--- config.mk ---
export PLATFORM = sky130hd
export DESIGN_NAME = tsc_mem_port_ctrl_flat
export DESIGN_NICKNAME = d
export VERILOG_FILES = /design/src/rtl/tsc_mem_port_ctrl_if.sv /design/src/rtl/tsc_mem_port_ctrl.sv /design/src/flat_wrapper.sv
export SDC_FILE = /design/constraint.sdc
export NUM_CORES = 1
export LEC_CHECK = 0
export CAP_MARGIN = 10
export CORE_MARGIN = 2
export CORE_UTILIZATION = 35
export CTS_CLUSTER_DIAMETER = 50
export DETAILED_ROUTE_END_ITERATION = 10
export PLACE_DENSITY = 0.67
export RECOVER_POWER = 100
export SYNTH_ARGS = -nofsm -noshare
export SYNTH_HDL_FRONTEND = slang
export SYNTH_SLANG_ARGS = --single-unit
--- constraint.sdc ---
create_clock -name clk -period 8.5 [get_ports clk]
set_input_delay 0.85 -clock clk [delete_from_list [all_inputs] [get_ports clk]]
set_output_delay 0.85 -clock clk [all_outputs]
set_load 0.02 [all_outputs]
--- src/rtl/tsc_mem_port_ctrl_if.sv ---
`default_nettype none
// ============================================================================
// Module   : tsc_mem_port_ctrl_if
// Brief    : Requester + memory-port bundle for the TSC memory port controller.
// Revision : 1.0
// ============================================================================
interface tsc_mem_port_ctrl_if #(
    parameter int WORD_SIZE = 16,
    parameter int CNT_W     = 16
);
    logic                 fetch_req;
    logic [WORD_SIZE-1:0] fetch_addr;
    logic [WORD_SIZE-1:0] fetch_inst;
    logic                 fetch_done;
    logic                 data_req;
    logic                 data_we;
    logic [WORD_SIZE-1:0] data_addr;
    logic [WORD_SIZE-1:0] data_wdata;
    logic [WORD_SIZE-1:0] data_rdata;
    logic                 data_done;
    logic                 err;
    logic                 busy;
    logic [CNT_W-1:0]     num_inst;
    logic [WORD_SIZE-1:0] address;
    logic                 readM;
    logic                 writeM;
    logic [WORD_SIZE-1:0] mem_wdata;
    logic                 mem_oe;
    logic [WORD_SIZE-1:0] mem_rdata;
    logic                 inputReady;
    logic                 ackOutput;

    modport master (
        input  fetch_req, fetch_addr, data_req, data_we, data_addr, data_wdata,
               mem_rdata, inputReady, ackOutput,
        output fetch_inst, fetch_done, data_rdata, data_done, err, busy, num_inst,
               address, readM, writeM, mem_wdata, mem_oe
    );

    modport slave (
        output fetch_req, fetch_addr, data_req, data_we, data_addr, data_wdata,
               mem_rdata, inputReady, ackOutput,
        input  fetch_inst, fetch_done, data_rdata, data_done, err, busy, num_inst,
               address, readM, writeM, mem_wdata, mem_oe
    );
endinterface
`default_nettype wire

--- src/rtl/tsc_mem_port_ctrl.sv ---
`default_nettype none
// ============================================================================
// Module   : tsc_mem_port_ctrl
// Brief    : Shared memory port arbiter/sequencer for fetch and load/store.
// Revision : 1.0
// ============================================================================
module tsc_mem_port_ctrl #(
    parameter int WORD_SIZE = 16,
    parameter int TIMEOUT   = 15,
    parameter int CNT_W     = 16
) (
    input  wire logic           clk,
    input  wire logic           reset,
    tsc_mem_port_ctrl_if.master bus
);
    localparam logic [2:0] c_IDLE   = 3'd0;
    localparam logic [2:0] c_FETCH  = 3'd1;
    localparam logic [2:0] c_DREAD  = 3'd2;
    localparam logic [2:0] c_DWRITE = 3'd3;
    localparam logic [2:0] c_GAP    = 3'd4;

    localparam int                 c_TMO_W   = (TIMEOUT > 1) ? $clog2(TIMEOUT) : 1;
    localparam logic [c_TMO_W-1:0] c_TMO_LIM = c_TMO_W'((TIMEOUT > 0) ? TIMEOUT - 1 : 0);

    logic [2:0]           r_state;
    logic [2:0]           w_next_state;
    logic [c_TMO_W-1:0]   r_tmo_cnt;
    logic                 w_in_access;
    logic                 w_hs;
    logic                 w_tmo;

    logic                 r_readM,      w_readM_d;
    logic                 r_writeM,     w_writeM_d;
    logic                 r_mem_oe,     w_mem_oe_d;
    logic                 r_busy,       w_busy_d;
    logic                 r_fetch_done, w_fetch_done_d;
    logic                 r_data_done,  w_data_done_d;
    logic                 r_err,        w_err_d;
    logic [WORD_SIZE-1:0] r_address,    w_address_d;
    logic [WORD_SIZE-1:0] r_mem_wdata,  w_mem_wdata_d;
    logic [WORD_SIZE-1:0] r_fetch_inst, w_fetch_inst_d;
    logic [WORD_SIZE-1:0] r_data_rdata, w_data_rdata_d;
    logic [CNT_W-1:0]     r_num_inst,   w_num_inst_d;

    assign w_in_access = (r_state == c_FETCH) || (r_state == c_DREAD) || (r_state == c_DWRITE);
    // Only the handshake that matches the current access direction counts.
    assign w_hs  = ((r_state == c_FETCH || r_state == c_DREAD) && bus.inputReady) ||
                   ((r_state == c_DWRITE) && bus.ackOutput);
    assign w_tmo = (TIMEOUT > 0) && w_in_access && !w_hs && (r_tmo_cnt == c_TMO_LIM);

    // State register and wait counter
    always_ff @(posedge clk or posedge reset) begin
        if (reset) begin
            r_state   <= c_IDLE;
            r_tmo_cnt <= '0;
        end else begin
            r_state <= w_next_state;
            if (w_in_access && (w_next_state == r_state) && (TIMEOUT > 0))
                r_tmo_cnt <= r_tmo_cnt + c_TMO_W'(1);
            else
                r_tmo_cnt <= '0;
        end
    end

    // Next-state logic
    always_comb begin
        w_next_state = r_state;
        case (r_state)
            c_IDLE: begin
                if (bus.data_req)
                    w_next_state = bus.data_we ? c_DWRITE : c_DREAD;
                else if (bus.fetch_req)
                    w_next_state = c_FETCH;
            end
            c_FETCH, c_DREAD, c_DWRITE: begin
                if (w_hs || w_tmo)
                    w_next_state = c_GAP;
            end
            c_GAP:   w_next_state = c_IDLE;
            default: w_next_state = c_IDLE;
        endcase
    end

    // Output logic: next values of every registered output
    always_comb begin
        w_readM_d      = (w_next_state == c_FETCH) || (w_next_state == c_DREAD);
        w_writeM_d     = (w_next_state == c_DWRITE);
        w_mem_oe_d     = (w_next_state == c_DWRITE);
        w_busy_d       = (w_next_state != c_IDLE);
        w_fetch_done_d = (r_state == c_FETCH) && w_hs;
        w_data_done_d  = ((r_state == c_DREAD) || (r_state == c_DWRITE)) && w_hs;
        w_err_d        = w_tmo;

        w_address_d = r_address;
        if (w_next_state == c_IDLE)
            w_address_d = '0;
        else if (r_state == c_IDLE)
            w_address_d = bus.data_req ? bus.data_addr : bus.fetch_addr;

        w_mem_wdata_d  = (r_state == c_IDLE && bus.data_req) ? bus.data_wdata : r_mem_wdata;
        w_fetch_inst_d = w_fetch_done_d ? bus.mem_rdata : r_fetch_inst;
        w_data_rdata_d = ((r_state == c_DREAD) && w_hs) ? bus.mem_rdata : r_data_rdata;
        w_num_inst_d   = w_fetch_done_d ? r_num_inst + CNT_W'(1) : r_num_inst;
    end

    always_ff @(posedge clk or posedge reset) begin
        if (reset) begin
            r_readM      <= 1'b0;
            r_writeM     <= 1'b0;
            r_mem_oe     <= 1'b0;
            r_busy       <= 1'b0;
            r_fetch_done <= 1'b0;
            r_data_done  <= 1'b0;
            r_err        <= 1'b0;
            r_address    <= '0;
            r_mem_wdata  <= '0;
            r_fetch_inst <= '0;
            r_data_rdata <= '0;
            r_num_inst   <= '0;
        end else begin
            r_readM      <= w_readM_d;
            r_writeM     <= w_writeM_d;
            r_mem_oe     <= w_mem_oe_d;
            r_busy       <= w_busy_d;
            r_fetch_done <= w_fetch_done_d;
            r_data_done  <= w_data_done_d;
            r_err        <= w_err_d;
            r_address    <= w_address_d;
            r_mem_wdata  <= w_mem_wdata_d;
            r_fetch_inst <= w_fetch_inst_d;
            r_data_rdata <= w_data_rdata_d;
            r_num_inst   <= w_num_inst_d;
        end
    end

    assign bus.readM      = r_readM;
    assign bus.writeM     = r_writeM;
    assign bus.mem_oe     = r_mem_oe;
    assign bus.busy       = r_busy;
    assign bus.fetch_done = r_fetch_done;
    assign bus.data_done  = r_data_done;
    assign bus.err        = r_err;
    assign bus.address    = r_address;
    assign bus.mem_wdata  = r_mem_wdata;
    assign bus.fetch_inst = r_fetch_inst;
    assign bus.data_rdata = r_data_rdata;
    assign bus.num_inst   = r_num_inst;
endmodule
`default_nettype wire

--- src/flat_wrapper.sv ---
// flat-port wrapper written by rule: the top's interface ports become plain ports
module tsc_mem_port_ctrl_flat 
#(
    parameter int WORD_SIZE = 16,
    parameter int TIMEOUT   = 15,
    parameter int CNT_W     = 16
)
  (clk, reset, bus_fetch_req, bus_fetch_addr, bus_data_req, bus_data_we, bus_data_addr, bus_data_wdata, bus_mem_rdata, bus_inputReady, bus_ackOutput, bus_fetch_inst, bus_fetch_done, bus_data_rdata, bus_data_done, bus_err, bus_busy, bus_num_inst, bus_address, bus_readM, bus_writeM, bus_mem_wdata, bus_mem_oe);
  tsc_mem_port_ctrl_if #(.WORD_SIZE(WORD_SIZE), .CNT_W(CNT_W)) bus_i ();
  input  wire logic clk;
  input  wire logic reset;
  input wire logic [$bits(bus_i.fetch_req)-1:0] bus_fetch_req;
  input wire logic [$bits(bus_i.fetch_addr)-1:0] bus_fetch_addr;
  input wire logic [$bits(bus_i.data_req)-1:0] bus_data_req;
  input wire logic [$bits(bus_i.data_we)-1:0] bus_data_we;
  input wire logic [$bits(bus_i.data_addr)-1:0] bus_data_addr;
  input wire logic [$bits(bus_i.data_wdata)-1:0] bus_data_wdata;
  input wire logic [$bits(bus_i.mem_rdata)-1:0] bus_mem_rdata;
  input wire logic [$bits(bus_i.inputReady)-1:0] bus_inputReady;
  input wire logic [$bits(bus_i.ackOutput)-1:0] bus_ackOutput;
  output wire logic [$bits(bus_i.fetch_inst)-1:0] bus_fetch_inst;
  output wire logic [$bits(bus_i.fetch_done)-1:0] bus_fetch_done;
  output wire logic [$bits(bus_i.data_rdata)-1:0] bus_data_rdata;
  output wire logic [$bits(bus_i.data_done)-1:0] bus_data_done;
  output wire logic [$bits(bus_i.err)-1:0] bus_err;
  output wire logic [$bits(bus_i.busy)-1:0] bus_busy;
  output wire logic [$bits(bus_i.num_inst)-1:0] bus_num_inst;
  output wire logic [$bits(bus_i.address)-1:0] bus_address;
  output wire logic [$bits(bus_i.readM)-1:0] bus_readM;
  output wire logic [$bits(bus_i.writeM)-1:0] bus_writeM;
  output wire logic [$bits(bus_i.mem_wdata)-1:0] bus_mem_wdata;
  output wire logic [$bits(bus_i.mem_oe)-1:0] bus_mem_oe;
  assign bus_i.fetch_req = bus_fetch_req;
  assign bus_i.fetch_addr = bus_fetch_addr;
  assign bus_i.data_req = bus_data_req;
  assign bus_i.data_we = bus_data_we;
  assign bus_i.data_addr = bus_data_addr;
  assign bus_i.data_wdata = bus_data_wdata;
  assign bus_i.mem_rdata = bus_mem_rdata;
  assign bus_i.inputReady = bus_inputReady;
  assign bus_i.ackOutput = bus_ackOutput;
  assign bus_fetch_inst = bus_i.fetch_inst;
  assign bus_fetch_done = bus_i.fetch_done;
  assign bus_data_rdata = bus_i.data_rdata;
  assign bus_data_done = bus_i.data_done;
  assign bus_err = bus_i.err;
  assign bus_busy = bus_i.busy;
  assign bus_num_inst = bus_i.num_inst;
  assign bus_address = bus_i.address;
  assign bus_readM = bus_i.readM;
  assign bus_writeM = bus_i.writeM;
  assign bus_mem_wdata = bus_i.mem_wdata;
  assign bus_mem_oe = bus_i.mem_oe;
  tsc_mem_port_ctrl #(.WORD_SIZE(WORD_SIZE), .TIMEOUT(TIMEOUT), .CNT_W(CNT_W)) u_core (.clk(clk), .reset(reset), .bus(bus_i));
endmodule
# --- Word level (Yosys, flattened, before mapping) ---
# Cells that the tools add are included.
word_totals:
  output_inout_bits: 87
  word_cells: 53
  input_bits: 71
  regBits: 93
op_classes:
  n_mux: 9
  addsub: 2
  eq_ne: 8
  n_reduce_logical: 21
op_table:
  columns: ["cell", "n"]
  rows:
  - ["$mux W16", 3]
  - ["$add A16 B1 Y16 const B", 1]
  - ["$eq A3 B2 Y1 const B", 4]
  - ["$logic_and A1 B1 Y1", 9]
  - ["$mux W3", 3]
  - ["$eq A3 B1 Y1 const B", 2]
  - ["$logic_not A3 Y1", 2]
  - ["$logic_or A1 B1 Y1", 6]
  - ["$pmux W3 S2", 1]
  - ["$add A4 B1 Y4 const B", 1]
  - ["$eq A4 B4 Y1 const B", 1]
  - ["$mux W4", 1]
  - ["$eq A3 B3 Y1", 1]
  - ["$reduce_bool A3 Y1", 1]
  - ["$reduce_or A3 Y1", 1]
  - ["$reduce_bool A2 Y1", 1]
  - ["$logic_not A1 Y1", 1]
  - ["$mux W1", 1]

# --- Logic depth before layout (Yosys ltp) ---
logic_depth:
  depth_word: 13
  depth_mapped: 6
  ltp_nobuf: 6

# --- Worst setup path before layout ---
# Ideal clock, no wire load.
synth_path:
  kind: "input port to flip-flop"
  start: "input bus_data_req"
  end: "register u_core.r_address[0] (netlist: u_core.bus.address[0])"
  arrival_ns: 1.831
  path_slack_ns: 6.527
  setup_time_ns: 0.142
  cell_stages: 4
  cell_sequence: "buf_2 o41ai_2 buf_2 a211oi_1"
synth_via:
  elab_chain_len: 4
  word_cells_on_any_way: 7
  cone_classes: "mux: 5; reduce/logical: 2"
synth_lines:
  columns: ["item", "line_no", "source"]
  rows:
  - ["start, declared", "flat_wrapper.sv:14", "input wire logic [$bits(bus_i.data_req)-1:0] bus_data_req;"]
  - ["$mux W3", "tsc_mem_port_ctrl.sv:70", "if (bus.data_req)"]
  - ["$pmux W3 S2", "tsc_mem_port_ctrl.sv:68", "case (r_state)"]
  - ["$logic_not A3 Y1", "tsc_mem_port_ctrl.sv:95", "if (w_next_state == c_IDLE)"]
  - ["$mux W16 / $reduce_bool A2 Y1 (equally long branches)", null, null]
  - ["end signal, assigned", "tsc_mem_port_ctrl.sv:128", "r_address <= w_address_d;"]
  - ["end, declared", "tsc_mem_port_ctrl.sv:39", "logic [WORD_SIZE-1:0] r_address, w_address_d;"]
# Several ways; a longest one is shown, not always the timed one. The select of a mux whose other input is x is not followed.
# A chain may end at the register's enable or synchronous reset.

# --- Final worst setup path ---
layout_path:
  start: "input bus_inputReady"
  end: "register u_core.r_data_rdata[10] (netlist: u_core.bus.data_rdata[10])"
layout_via:
  elab_chain_len: 3
layout_lines:
  columns: ["item", "line_no", "source"]
  rows:
  - ["start, declared", "flat_wrapper.sv:19", "input wire logic [$bits(bus_i.inputReady)-1:0] bus_inputReady;"]
  - ["$logic_and A1 B1 Y1", "tsc_mem_port_ctrl.sv:47", "assign w_hs = ((r_state == c_FETCH || r_state == c_DREAD) && bus.inputReady) ||"]
  - ["$logic_or A1 B1 Y1", "tsc_mem_port_ctrl.sv:47", null]
  - ["$logic_and A1 B1 Y1", "tsc_mem_port_ctrl.sv:102", "w_data_rdata_d = ((r_state == c_DREAD) && w_hs) ? bus.mem_rdata : r_data_rdata;"]
  - ["end signal, assigned", "tsc_mem_port_ctrl.sv:131", "r_data_rdata <= w_data_rdata_d;"]
  - ["end, declared", "tsc_mem_port_ctrl.sv:42", "logic [WORD_SIZE-1:0] r_data_rdata, w_data_rdata_d;"]
# No other way between the ends.

==> flow_summary.json <==
{
  "yosysTopAreaCellShare_pct": 59.37,
  "cp.buffers_inverters": 1,
  "drc": 0,
  "core_area_um2": 10890,
  "syn-instance-count": 326,
  "areaGrowthSynthToFinish_pct": 46.31,
  "cts_tree": "built",
  "max_cap_viol_count": 1,
  "outcome": "finished, violations left",
  "leakage_uw": 0.002577,
  "start_kind": "input pin",
  "ys_warn_count": 0,
  "vias_per_cell": 4.643,
  "violations": "capacitance limit, slew limit",
  "hpwl_um": 6651,
  "hp-class": "register to register",
  "drt_iter0_drc": 73,
  "overflow": 0,
  "post_cts_buffers": 0,
  "synth_edf_count": 0,
  "antenna_found_initial": 0,
  "power.density_nw_per_um2": 333.8,
  "finalSetupViolCount": 0,
  "synth_common_cells": "93 x dfrtp_1, 60 x nand2_1, 33 x mux2_2",
  "std_cell_rows": 38,
  "grt_pass1_wl_um": 14510,
  "grt_pass1_vias": 3011,
  "max_clock_freq_mhz": 277.6,
  "vdd_drop_max_v": 0.0001510,
  "numPortBuffers": 157,
  "pre_cts_slack_ns": 5.149,
  "diodes": 0,
  "cts_hold_buf": 0,
  "dieArea_um2": 12060,
  "floorplan.initialDensity_pct": 36.00,
  "max_slew_margin_pct": -61.78,
  "clock_skew_ns": 0.008453,
  "path_max_fanout": 16,
  "finish.utilization_pct": 52.68,
  "routed_wl_um": 9008,
  "period_share_pct": 42.38,
  "timing.final.hold_violations": 0,
  "cts.sinks": 93,
  "cp.required_ns": 8.74,
  "yosysMostFrequentCell": "dfrtp_1",
  "critPathCaptureType": "register",
  "track_usage_pct": 15.64,
  "path_clk_slew_ns": 0.09,
  "post-route-min-period_ns": 3.603,
  "async_flop_share_pct": 100.0,
  "numCtsBuffers": 9,
  "ys_seq_area_share_pct": 59.37,
  "maxSlewViolCount": 17,
  "setup_tns_ns": 0,
  "synth_area_um2": 3920,
  "die_height_um": 109.8,
  "antenna_left": 0,
  "cts-root-buf": "clkbuf_8",
  "synth_area_leader_cell": "dfrtp_1",
  "wl_per_cell_um": 14.41,
  "ys_ff_latch": 93,
  "arrival_ns": 3.84,
  "worstMarginPinSlew_ns": 2.421,
  "num-nets-final": 554,
  "dr.pass1.iters": 4,
  "rsz0062_at_grt": "no",
  "clock_path_buffers": 2,
  "critPathSlowestCell": "nor3b_1",
  "htreeDepth": 3,
  "ios": 158,
  "synth.distinct_cells": 33,
  "synth_nets": 400,
  "finalWeightedCongestion": 0.7968,
  "synth_area_leaders": "dfrtp_1 59%, mux2_2 9.5%, nand2_1 5.7%, mux2i_1 4.6%, a211oi_1 3.3%",
  "syn_area_per_cell_um2": 12.02,
  "vias": 2902,
  "worstSkewPairLatency_ns": 0.36,
  "max_stage_delay_ns": 1.88,
  "drive_gt1_share_pct": 10.72,
  "setup_ws_ns": 4.897,
  "critical_path.top_delay_family": "simple AND/OR/NAND/NOR gates",
  "grt_start_max_net_pins": 89,
  "worstPathCellList": "dlygate4sd3_1 > nor3b_1 > mux2_2",
  "cts_resized": 0,
  "die_w_um": 109.8,
  "path_class": "input pin to register",
  "ys.flop_type": "dfrtp_1"
}
per-layer routing:
layer  GRT usage (%)  wire (um)  vias to the layer above
met5               0          0                        -
met4           6.239        143                        0
met3           6.046        876                       11
met2           25.81       4293                      102
met1           18.25       3694                     1375
li1                -          -                     1414
kinds of logic (layout without fill, tap and decap cells):
family | after synthesis | count (layout) | share of synthesized area, %
simple gates | 114 | 114 | 13.76
flops | 93 | 93 | 59.37
mux | 51 | 51 | 14.08
compound gates | 25 | 25 | 4.820
buf+inv | 23 | 182 | 3.224
xor+xnor | 17 | 17 | 3.798
fa+ha+maj | 3 | 3 | 0.9577
area by class of cell:
cell class,instances,area (um2)
Clock inverter,6,62.56
Clock buffer,10,137.6
Inverter,7,27.53
Tap cell,140,175.2
Sequential cell,93,2327
Fill cell,989,5152
Timing Repair Buffer,159,1583
Multi-Input combinational cell,210,1423
report_power, final:
group / total [uW] / internal [uW] / switching [uW]
registers: 725 / 619 / 106
clock network: 297 / 143 / 154
logic: 892 / 412 / 480
per-stage QoR:
stage	hold WS, ns	area, um2	std cells	power (uW)
CTS	0.4785	5789	625	2026
floorplan	0.4536	3920	326	1274
global placement	0.4587	5589	609	1699
finish	0.4718	5736	625	1914
global route	0.4889	5736	625	2046
detailed placement	0.4618	5589	609	1718
cells in the final DEF, fill, tap and decap left out, drive strengths merged, types with 6 or more instances in the layout:
cell           instances
inv                    6
xnor2                 14
dfrtp                 93
nand3                  6
a211oi                17
clkdlybuf4s50         67
nand2                 60
clkbuf                11
dlygate4sd3           90
nor2                  26
mux2                  33
mux2i                 18
state kept, by name, indices dropped and copies added (netlist names):
name,count
u_core.r_state,3
u_core.bus.err,1
u_core.bus.fetch_done,1
u_core.bus.num_inst,16
u_core.r_tmo_cnt,4
u_core.bus.data_rdata,16
u_core.bus.readM,1
u_core.bus.data_done,1
u_core.bus.busy,1
u_core.bus.writeM,1
u_core.bus.address,16
u_core.bus.mem_wdata,16
u_core.bus.fetch_inst,16
worst reg2reg max path: stages, from the launching register on:
cell	delay, ns
dfrtp_1	0.45
nand2b_1	0.22
nor3b_1	1.89
mux2_2	0.47
worst paths after layout:
| kind | from | to | slack [ns] | depth (start not counted) |
|---|---|---|---|---|
| min | u_core.bus.num_inst[15] | u_core.bus.num_inst[15] | 0.47 | 1 |
| min reg2reg | u_core.bus.num_inst[15] | u_core.bus.num_inst[15] | 0.47 | 1 |
| max reg2reg | u_core.r_state[2] | u_core.bus.data_rdata[10] | 5.36 | 3 |
| max in group asynchronous | reset | u_core.bus.mem_wdata[7] | 6.31 | 3 |
| max | bus_inputReady | u_core.bus.data_rdata[10] | 4.90 | 3 |
| min in group asynchronous | reset | u_core.bus.address[8] | 0.85 | 2 |
(Power assumes the default switching activity.)
